`config.mk`:
```
export PLATFORM = sky130hd
export DESIGN_NAME = commit_trace_buffer
export DESIGN_NICKNAME = d
export VERILOG_FILES = /design/src/rtl/commit_trace_buffer.sv
export SDC_FILE = /design/constraint.sdc
export NUM_CORES = 1
export LEC_CHECK = 0
export BUFFER_PORTS_ARGS = -buffer_cell sky130_fd_sc_hd__buf_4
export CAP_MARGIN = 20
export CORE_ASPECT_RATIO = 0.8
export CORE_MARGIN = 2
export CORE_UTILIZATION = 35
export CTS_CLUSTER_SIZE = 8
export DETAILED_ROUTE_END_ITERATION = 12
export PLACE_DENSITY = 0.53
export SLEW_MARGIN = 15
export SYNTH_ARGS = -nofsm -noshare
export SYNTH_HDL_FRONTEND = slang
export SYNTH_SLANG_ARGS = --single-unit
```
`constraint.sdc`:
```
create_clock -name clk_i -period 10.35 [get_ports clk_i]
set_clock_uncertainty 0.05 [all_clocks]
set_input_delay 2.07 -clock clk_i [delete_from_list [all_inputs] [get_ports clk_i]]
set_output_delay 2.07 -clock clk_i [all_outputs]
set_load 0.02 [all_outputs]
```
`src/rtl/commit_trace_buffer.sv`:
```
// Commit trace buffer: classifies each committed instruction, stamps a sequence
// number and queues the record for a trace sink; records that find the FIFO full are dropped and counted.
module commit_trace_buffer #(
  parameter int DEPTH = 8,
  parameter int PC_W  = 32,
  parameter int SEQ_W = 16,
  parameter int CNT_W = 16
) (
  input  logic             clk_i,
  input  logic             rst_i,
  input  logic             clear_i,
  input  logic             commit_valid_i,
  input  logic [PC_W-1:0]  commit_pc_i,
  input  logic [31:0]      commit_instr_i,
  output logic             trace_valid_o,
  input  logic             trace_ready_i,
  output logic [PC_W-1:0]  trace_pc_o,
  output logic [31:0]      trace_instr_o,
  output logic [2:0]       trace_class_o,
  output logic             trace_rvc_o,
  output logic [SEQ_W-1:0] trace_seq_o,
  output logic             overflow_o,
  output logic [CNT_W-1:0] drop_cnt_o,
  output logic [CNT_W-1:0] load_cnt_o,
  output logic [CNT_W-1:0] store_cnt_o,
  output logic [CNT_W-1:0] branch_cnt_o,
  output logic [CNT_W-1:0] jump_cnt_o
);
  // Handshake: a record leaves the FIFO on a cycle where trace_valid_o && trace_ready_i;
  // the head stays stable while valid && !ready.
  localparam int AW    = $clog2(DEPTH);
  localparam int REC_W = PC_W + 32 + 3 + 1 + SEQ_W;
  localparam logic [AW:0] FULL_CNT = (AW+1)'(DEPTH);

  localparam logic [2:0] CLS_OTHER  = 3'd0;
  localparam logic [2:0] CLS_LOAD   = 3'd1;
  localparam logic [2:0] CLS_STORE  = 3'd2;
  localparam logic [2:0] CLS_BRANCH = 3'd3;
  localparam logic [2:0] CLS_JUMP   = 3'd4;
  localparam logic [2:0] CLS_CSR    = 3'd5;
  localparam logic [2:0] CLS_SYSTEM = 3'd6;
  localparam logic [2:0] CLS_AMO    = 3'd7;

  function automatic logic [2:0] classify(input logic [31:0] ins);
    logic [2:0] c;
    c = CLS_OTHER;
    if (ins[1:0] == 2'b11) begin
      case (ins[6:0])
        7'b0000011, 7'b0000111: c = CLS_LOAD;
        7'b0100011, 7'b0100111: c = CLS_STORE;
        7'b1100011:             c = CLS_BRANCH;
        7'b1101111:             c = CLS_JUMP;
        7'b1100111:             c = (ins[14:12] == 3'b000) ? CLS_JUMP : CLS_OTHER;
        7'b1110011:             c = (ins[14:12] == 3'b000) ? CLS_SYSTEM : CLS_CSR;
        7'b0101111:             c = CLS_AMO;
        default:                c = CLS_OTHER;
      endcase
    end else begin
      // Compressed: quadrant in [1:0], funct3 in [15:13]
      case ({ins[1:0], ins[15:13]})
        5'b00_001, 5'b00_010, 5'b00_011: c = CLS_LOAD;
        5'b00_101, 5'b00_110, 5'b00_111: c = CLS_STORE;
        5'b01_001, 5'b01_101:            c = CLS_JUMP;
        5'b01_110, 5'b01_111:            c = CLS_BRANCH;
        5'b10_001, 5'b10_010, 5'b10_011: c = CLS_LOAD;
        5'b10_101, 5'b10_110, 5'b10_111: c = CLS_STORE;
        5'b10_100: begin
          if (ins[15:0] == 16'h9002)
            c = CLS_SYSTEM;
          else if ((ins[11:7] != 5'd0) && (ins[6:2] == 5'd0))
            c = CLS_JUMP;
          else
            c = CLS_OTHER;
        end
        default: c = CLS_OTHER;
      endcase
    end
    return c;
  endfunction

  function automatic logic [CNT_W-1:0] sat_inc(input logic [CNT_W-1:0] v);
    return (&v) ? v : v + 1'b1;
  endfunction

  logic              flush;
  logic [2:0]        cls_in;
  logic              s1_valid_q;
  logic [REC_W-1:0]  s1_rec_q;
  logic [SEQ_W-1:0]  seq_q;
  logic [REC_W-1:0]  mem_q [DEPTH];
  logic [AW-1:0]     wr_ptr_q, rd_ptr_q;
  logic [AW:0]       count_q, count_d;
  logic              push, pop, drop;
  logic              ovf_q, ovf_d;
  logic [CNT_W-1:0]  drop_cnt_q, drop_cnt_d;
  logic [CNT_W-1:0]  load_q, load_d, store_q, store_d;
  logic [CNT_W-1:0]  branch_q, branch_d, jump_q, jump_d;
  logic [REC_W-1:0]  head_rec;

  assign flush  = rst_i || clear_i;
  assign cls_in = classify(commit_instr_i);

  always_ff @(posedge clk_i) begin
    if (flush) begin
      s1_valid_q <= 1'b0;
      s1_rec_q   <= '0;
      seq_q      <= '0;
    end else begin
      s1_valid_q <= commit_valid_i;
      if (commit_valid_i) begin
        s1_rec_q <= {commit_pc_i, commit_instr_i, cls_in,
                     (commit_instr_i[1:0] != 2'b11), seq_q};
        seq_q    <= seq_q + 1'b1;
      end
    end
  end

  assign trace_valid_o = (count_q != '0);
  assign pop  = trace_valid_o && trace_ready_i;
  assign push = s1_valid_q && ((count_q != FULL_CNT) || pop);
  assign drop = s1_valid_q && (count_q == FULL_CNT) && !pop;

  always_comb begin
    count_d = count_q;
    if (push && !pop)
      count_d = count_q + 1'b1;
    else if (pop && !push)
      count_d = count_q - 1'b1;
  end

  always_comb begin
    ovf_d      = ovf_q;
    drop_cnt_d = drop_cnt_q;
    load_d     = load_q;
    store_d    = store_q;
    branch_d   = branch_q;
    jump_d     = jump_q;
    if (drop) begin
      ovf_d      = 1'b1;
      drop_cnt_d = sat_inc(drop_cnt_q);
    end
    // Class statistics count commits, so dropped records are still included
    if (commit_valid_i) begin
      case (cls_in)
        CLS_LOAD:   load_d   = sat_inc(load_q);
        CLS_STORE:  store_d  = sat_inc(store_q);
        CLS_BRANCH: branch_d = sat_inc(branch_q);
        CLS_JUMP:   jump_d   = sat_inc(jump_q);
        default:    ;
      endcase
    end
  end

  always_ff @(posedge clk_i) begin
    if (flush) begin
      wr_ptr_q   <= '0;
      rd_ptr_q   <= '0;
      count_q    <= '0;
      ovf_q      <= 1'b0;
      drop_cnt_q <= '0;
      load_q     <= '0;
      store_q    <= '0;
      branch_q   <= '0;
      jump_q     <= '0;
    end else begin
      if (push) wr_ptr_q <= wr_ptr_q + 1'b1;
      if (pop)  rd_ptr_q <= rd_ptr_q + 1'b1;
      count_q    <= count_d;
      ovf_q      <= ovf_d;
      drop_cnt_q <= drop_cnt_d;
      load_q     <= load_d;
      store_q    <= store_d;
      branch_q   <= branch_d;
      jump_q     <= jump_d;
    end
  end

  always_ff @(posedge clk_i) begin
    if (push && !flush)
      mem_q[wr_ptr_q] <= s1_rec_q;
  end

  assign head_rec = trace_valid_o ? mem_q[rd_ptr_q] : '0;
  assign {trace_pc_o, trace_instr_o, trace_class_o, trace_rvc_o, trace_seq_o} = head_rec;

  assign overflow_o   = ovf_q;
  assign drop_cnt_o   = drop_cnt_q;
  assign load_cnt_o   = load_q;
  assign store_cnt_o  = store_q;
  assign branch_cnt_o = branch_q;
  assign jump_cnt_o   = jump_q;

endmodule
```
* Yosys cells after proc, flatten, opt, wreduce, memory -nomap -nowiden
Memory sizes are Yosys's and may differ from the RTL's. A register that Yosys moved wholly into a read port is not among the register bits.
Cells that the tools add are included.
** Storage, ports and cells
- Register bits after elaboration :: 192
- Latch bits :: 0
- Memory bits (writable) :: 672
- Bits in read-only memories :: 0
- Output and inout bits :: 166
- Logic and storage cells :: 111
- Memories kept :: 1
** Memory list
- mem_q :: depth 8, width 84, rd ports 1, clocked after Yosys merged registers in 1, write ports 1, line 90 : logic [REC_W-1:0] mem_q [DEPTH];
** Operators by class
- Add/sub/neg operators :: 10
- $mul :: 0
- Div/mod/pow operators :: 0
- Order comparisons :: 0
- Eq/ne operators :: 35
- Shift-type cells :: 0
- Mux-type cells :: 14
- Bitwise operators :: 5
- Reductions and logical operators :: 34
** Operators by type and width (count)
- 16-bit by 1-bit adder with 16-bit output (second input constant) :: 6
- 84-bit two-way mux :: 1
- 16-bit AND reduction :: 5
- 5-bit equality test (second input constant) :: 7
- 7-bit equality test (second input constant) :: 4
- 7-bit by 6-bit equality test with 1-bit output (second input constant) :: 3
- 3-bit case mux with 7 select lines :: 1
- 5-bit by 4-bit equality test with 1-bit output (second input constant) :: 4
- 3-bit two-way mux :: 6
- 16-bit equality test (second input constant) :: 1
- 5-bit by 3-bit equality test with 1-bit output (second input constant) :: 3
- 3-bit case mux with 5 select lines :: 1
- 3-bit AND reduction :: 4
- 6-bit OR reduction :: 2
- 5-bit by 2-bit equality test with 1-bit output (second input constant) :: 2
- 1-bit logical AND :: 8
- 4-bit two-way mux :: 2
- 2-bit OR reduction :: 4
- 7-bit by 2-bit equality test with 1-bit output (second input constant) :: 1
- 7-bit by 3-bit equality test with 1-bit output (second input constant) :: 1
- 3-bit by 1-bit adder with 3-bit output (second input constant) :: 2
- 3-bit by 2-bit equality test with 1-bit output (second input constant) :: 2
- 5-bit by 1-bit equality test with 1-bit output (second input constant) :: 1
- 5-bit logical NOT :: 1
- 18 further kinds :: 26

* Depth between registers and ports, before layout
- Depth after elaboration :: 8
- Mapped depth :: 11

* Worst setup path after synthesis
OpenSTA, ideal clock, no wires.
- Path kind :: input to register
- Start :: input clear_i
- End :: memory mem_q[4][0] (netlist bit) (enable)
- Library setup time :: 0.630 ns
- Data arrival time :: 8.491 ns
- Data required time :: 9.670 ns
- Slack :: 1.180 ns
- Stages :: 4
- Path through :: nor2_1 -> clkbuf_1 -> nand3_1 -> nor3_1
** On the way
- Longest elaborated chain between the ends :: 5
** Ends and longest elaborated chain
- start: declaration :: line 11 : input logic clear_i,
- 1-bit logical OR :: line 100 : assign flush = rst_i || clear_i;
- 1-bit logical NOT :: line 179 : if (push && !flush)
- 1-bit logical AND :: line 179
- 1-bit two-way mux :: line 179
- 1-bit two-way mux (not written as such) :: line 180 : mem_q[wr_ptr_q] <= s1_rec_q;
- end: declaration :: line 90
Every way passes these cells.

==> implementation parameters <==
Parameter                              Value

Clock tree
  Post-CTS setup repair buffer count ... 0
  CTS H-tree depth ... 3
  Quantity of gates resized following cts ... 0
  Bufs on Longest Clock Path ... 3
  Latest clock arrival within the worst-skew pair ... 0.71 ns
  Number of clock sinks seen by CTS ... 867
  Cell chosen for the clock root ... sky130_fd_sc_hd__clkbuf_16
  Total CTS buffers ... 119
  Clock-pin slew reported for the worst setup and hold paths after clock tree synthesis ... 0.05 ns
  Hold-fix buffers at CTS ... 0
  Clock tree from TritonCTS ... yes

Synth
  Nets in the synthesized netlist ... 2149
  EDFF count, synth ... 672
  Top cells by area, synth ... sky130_fd_sc_hd__edfxtp_1 (59%), sky130_fd_sc_hd__dfxtp_1 (11%), sky130_fd_sc_hd__mux4_2 (11%)
  Cell variety after synth ... 61
  Async set-reset flop share out of synthesis ... 0%
  Largest area contributor in the synthesized netlist ... sky130_fd_sc_hd__edfxtp_1
  Syn Inst Count ... 2068
  Total standard cell area after synthesis ... 34200 sq um
  Leading register cell type out of synthesis ... sky130_fd_sc_hd__edfxtp_1
  Sequential area share after synthesis ... 70.3%
  #FFs+latches synth ... 867
  YS warnings ... 0
  Avg Synthesized Cell Area ... 16.6 sq um
  Fraction of post-synthesis cell area in the top cell type by area ... 58.9%

Finish
  Layout cells sized above 1 ... 24.0%
  Cell area after layout ... 41000 sq um
  Number of nets in the final layout ... 2420
  Post-synthesis to final-layout area growth ... 19.9%
  Multi-input gate area ... 9730 sq um
  Antenna fix cells ... 0
  Filler cells ... 8598
  Commonest non-fill, non-tap cell in the layout ... sky130_fd_sc_hd__edfxtp_1
  Most frequent cells in the layout ... sky130_fd_sc_hd__edfxtp_1 (672), sky130_fd_sc_hd__buf_4 (266), sky130_fd_sc_hd__nor2_1 (225), sky130_fd_sc_hd__mux2i_1 (215), sky130_fd_sc_hd__dfxtp_1 (192)
  Flip-flop and latch area ... 24100 sq um

Worst setup path
  Number of cells on the worst reg-to-reg path ... 6
  Minimum setup slack among reg-to-reg paths ... 6.37 ns
  Reg-to-Reg End ... mem_q[6][39]
  Maximum fanout along the worst path ... 43
  Worst setup path category ... reg2out
  Crit path required time ... 8.23 ns
  Type of element launching the critical path ... register
  Arrival time worst endpoint ... 3.62 ns
  FF-to-FF Start ... count_q[0]
  Type of element capturing the critical path ... primary output

Drt
  Number of routed nets with antenna violations ... 0
  DRC violations left ... 0
  Total detailed-routing wirelength ... 83.1 mm
  Routed wirelength normalized by instance count ... 22.3 microns
  Initial DRT Pass Iterations ... 5
  Number of violations reported at the end of detailed-routing iteration 0 ... 1036
  Vias per cell ... 5.10
  Detailed-route via count ... 19000

Timing
  Hold Fails Final Rpt ... 0
  Final number of max-transition violations ... 0
  Post-layout min period ... 5.74 ns
  Hold_ws ... 0.426 ns
  Final setup violation count ... 0
  Setup repair after global routing missed its margin ... no
  Final period utilization ... 55.4%
  Headroom to the max-slew limit ... 26.6%
  Transition time at the pin with the least slew margin ... 1.10 ns
  Setup TNS ... 0 ns
  Peak clock frequency supported by timing ... 174 MHz

Global routing
  Layer with the highest usage after global routing ... met2
  Pin count of the biggest net entering global routing ... 80
  GR Util All Layers ... 16.4%
  GRT met1 Usage ... 22.1%
  Residual overflow from global routing ... 0
  Met2 demand-to-capacity share in global routing ... 27.3%
  Number of global-route vias before repair ... 19900
  Met3 Use GR ... 3.29%
  Initial antenna violation count ... 1
  Wire length of the first global-routing pass ... 126 mm

Pwr
  Total power divided by cell area ... 188 nW/um^2
  Largest vdd supply drop ... 0.171 mV
  Final Power ... 7730 uW
  Leak Pwr ... 0.0136 uW

Place
  Count of input and output buffers ... 234
  HPWL reported at the end of detailed placement ... 46.5 mm
  DP Area ... 37500 sq um
  Weighted congestion reported at the end of routability-driven placement ... 0.732

Min path
  Hold-critical path depth ... 2
  Worst min-delay path startpoint ... store_cnt_o[7]
  Worst min path class ... reg2reg
  End point of the worst hold path ... store_cnt_o[7]

Floorplanning
  Number of placement rows ... 102
  Total die area ... 100000 sq um
  Top Ports ... 235
  Chip height ... 284 microns
  Die extent in x ... 354 microns
  Area of the core ... 96900 sq um
  Effective utilization at floorplan ... 35.4%

Outcome
  Run status ... complete, no violations

Run
  Max-Cap Viols ... 0
state kept, by name (all words and copies together) (netlist names), named ones only:
register / cells
wr_ptr_q: 3
load_cnt_o: 16
count_q: 4
branch_cnt_o: 16
store_cnt_o: 16
s1_valid_q: 1
seq_q: 16
drop_cnt_o: 16
overflow_o: 1
s1_rec_q: 84
jump_cnt_o: 16
rd_ptr_q: 3
mem_q: 672
cells in the mapped netlist, drive strengths merged (2+ instances only):
cell and number:
a211oi 4, a21oi 22, a31oi 2, a32oi 2
and2 7, and3 23, and4 12, buf 32
clkbuf 87, dfxtp 195, edfxtp 672, ha 11
inv 12, mux2i 215, mux4 168, nand2 92
nand2b 5, nand3 42, nand3b 3, nand4 27
nor2 232, nor2b 2, nor3 22, nor4 29
nor4b 4, o21a 4, o21ai 6, o31a 2
o31ai 15, or3 45, or4 17, xnor2 14
xor2 22
cell families (layout without fill, tap and decap cells):
family                   after synthesis  after routing  synth area share, %
multiplexers                         383            383                 17.3
AO/OA/AOI/OAI                         69             69                 1.39
flip-flops                           867            867                 70.3
buffers and inverters                131            499                 1.48
AND/OR/NAND/NOR                      570            570                 8.10
adder cells (fa/ha/maj)               12             12                0.460
XOR/XNOR                              36             36                0.921
per-layer routing:
| layer | vias up | wire length, microns |
|---|---|---|
| met1 | 9818 | 37100 |
| met4 | 0 | 1740 |
| met5 | - | 0 |
| met3 | 129 | 3850 |
| met2 | 446 | 40500 |
| li1 | 8653 | - |
critical path, cell delays in order, from the launching register on:
cell                      delay (ns)
sky130_fd_sc_hd__dfxtp_4        0.97
sky130_fd_sc_hd__buf_4          0.82
sky130_fd_sc_hd__mux4_2         0.60
sky130_fd_sc_hd__mux2i_1        0.25
sky130_fd_sc_hd__nor2_1         0.08
sky130_fd_sc_hd__buf_4          0.19
how the worst max path moves through the flow:
stage | endpoint | slack (ns) | cells past startpoint
5_1_grt | trace_instr_o[25] | 4.16 | 5
3_5_place_dp | mem_q[6][39] | 4.49 | 7
6_report | trace_pc_o[2] | 4.61 | 5
2_1_floorplan | mem_q[4][0] | 1.18 | 4
3_3_place_gp | mem_q[6][40] | 4.54 | 7
4_1_cts | trace_seq_o[7] | 4.23 | 5
through the flow:
step,util [%],setup WS [ns],cells
2_1_floorplan,-,1.18,2068
4_1_cts,42.3,4.23,3734
5_1_grt,42.4,4.16,3736
3_3_place_gp,38.7,4.54,3516
3_5_place_dp,38.7,4.49,3516
6_report,42.4,4.61,3736
where the power goes:
part / internal (uW) / total [uW] / switching (uW)
registers: 3740 / 3770 / 29.6
clock network: 2150 / 3620 / 1470
logic: 131 / 338 / 207
total: 6030 / 7730 / 1700
layout make-up:
class	instances	area share [%]
Inverter	12	0.110
Clock inverter	9	0.445
Multi-Input combinational cell	1070	23.7
Timing Repair Buffer	269	5.01
Tap cell	1300	3.96
Sequential cell	867	58.7
Clock buffer	209	8.08
Power figures use the tool's default switching activity.
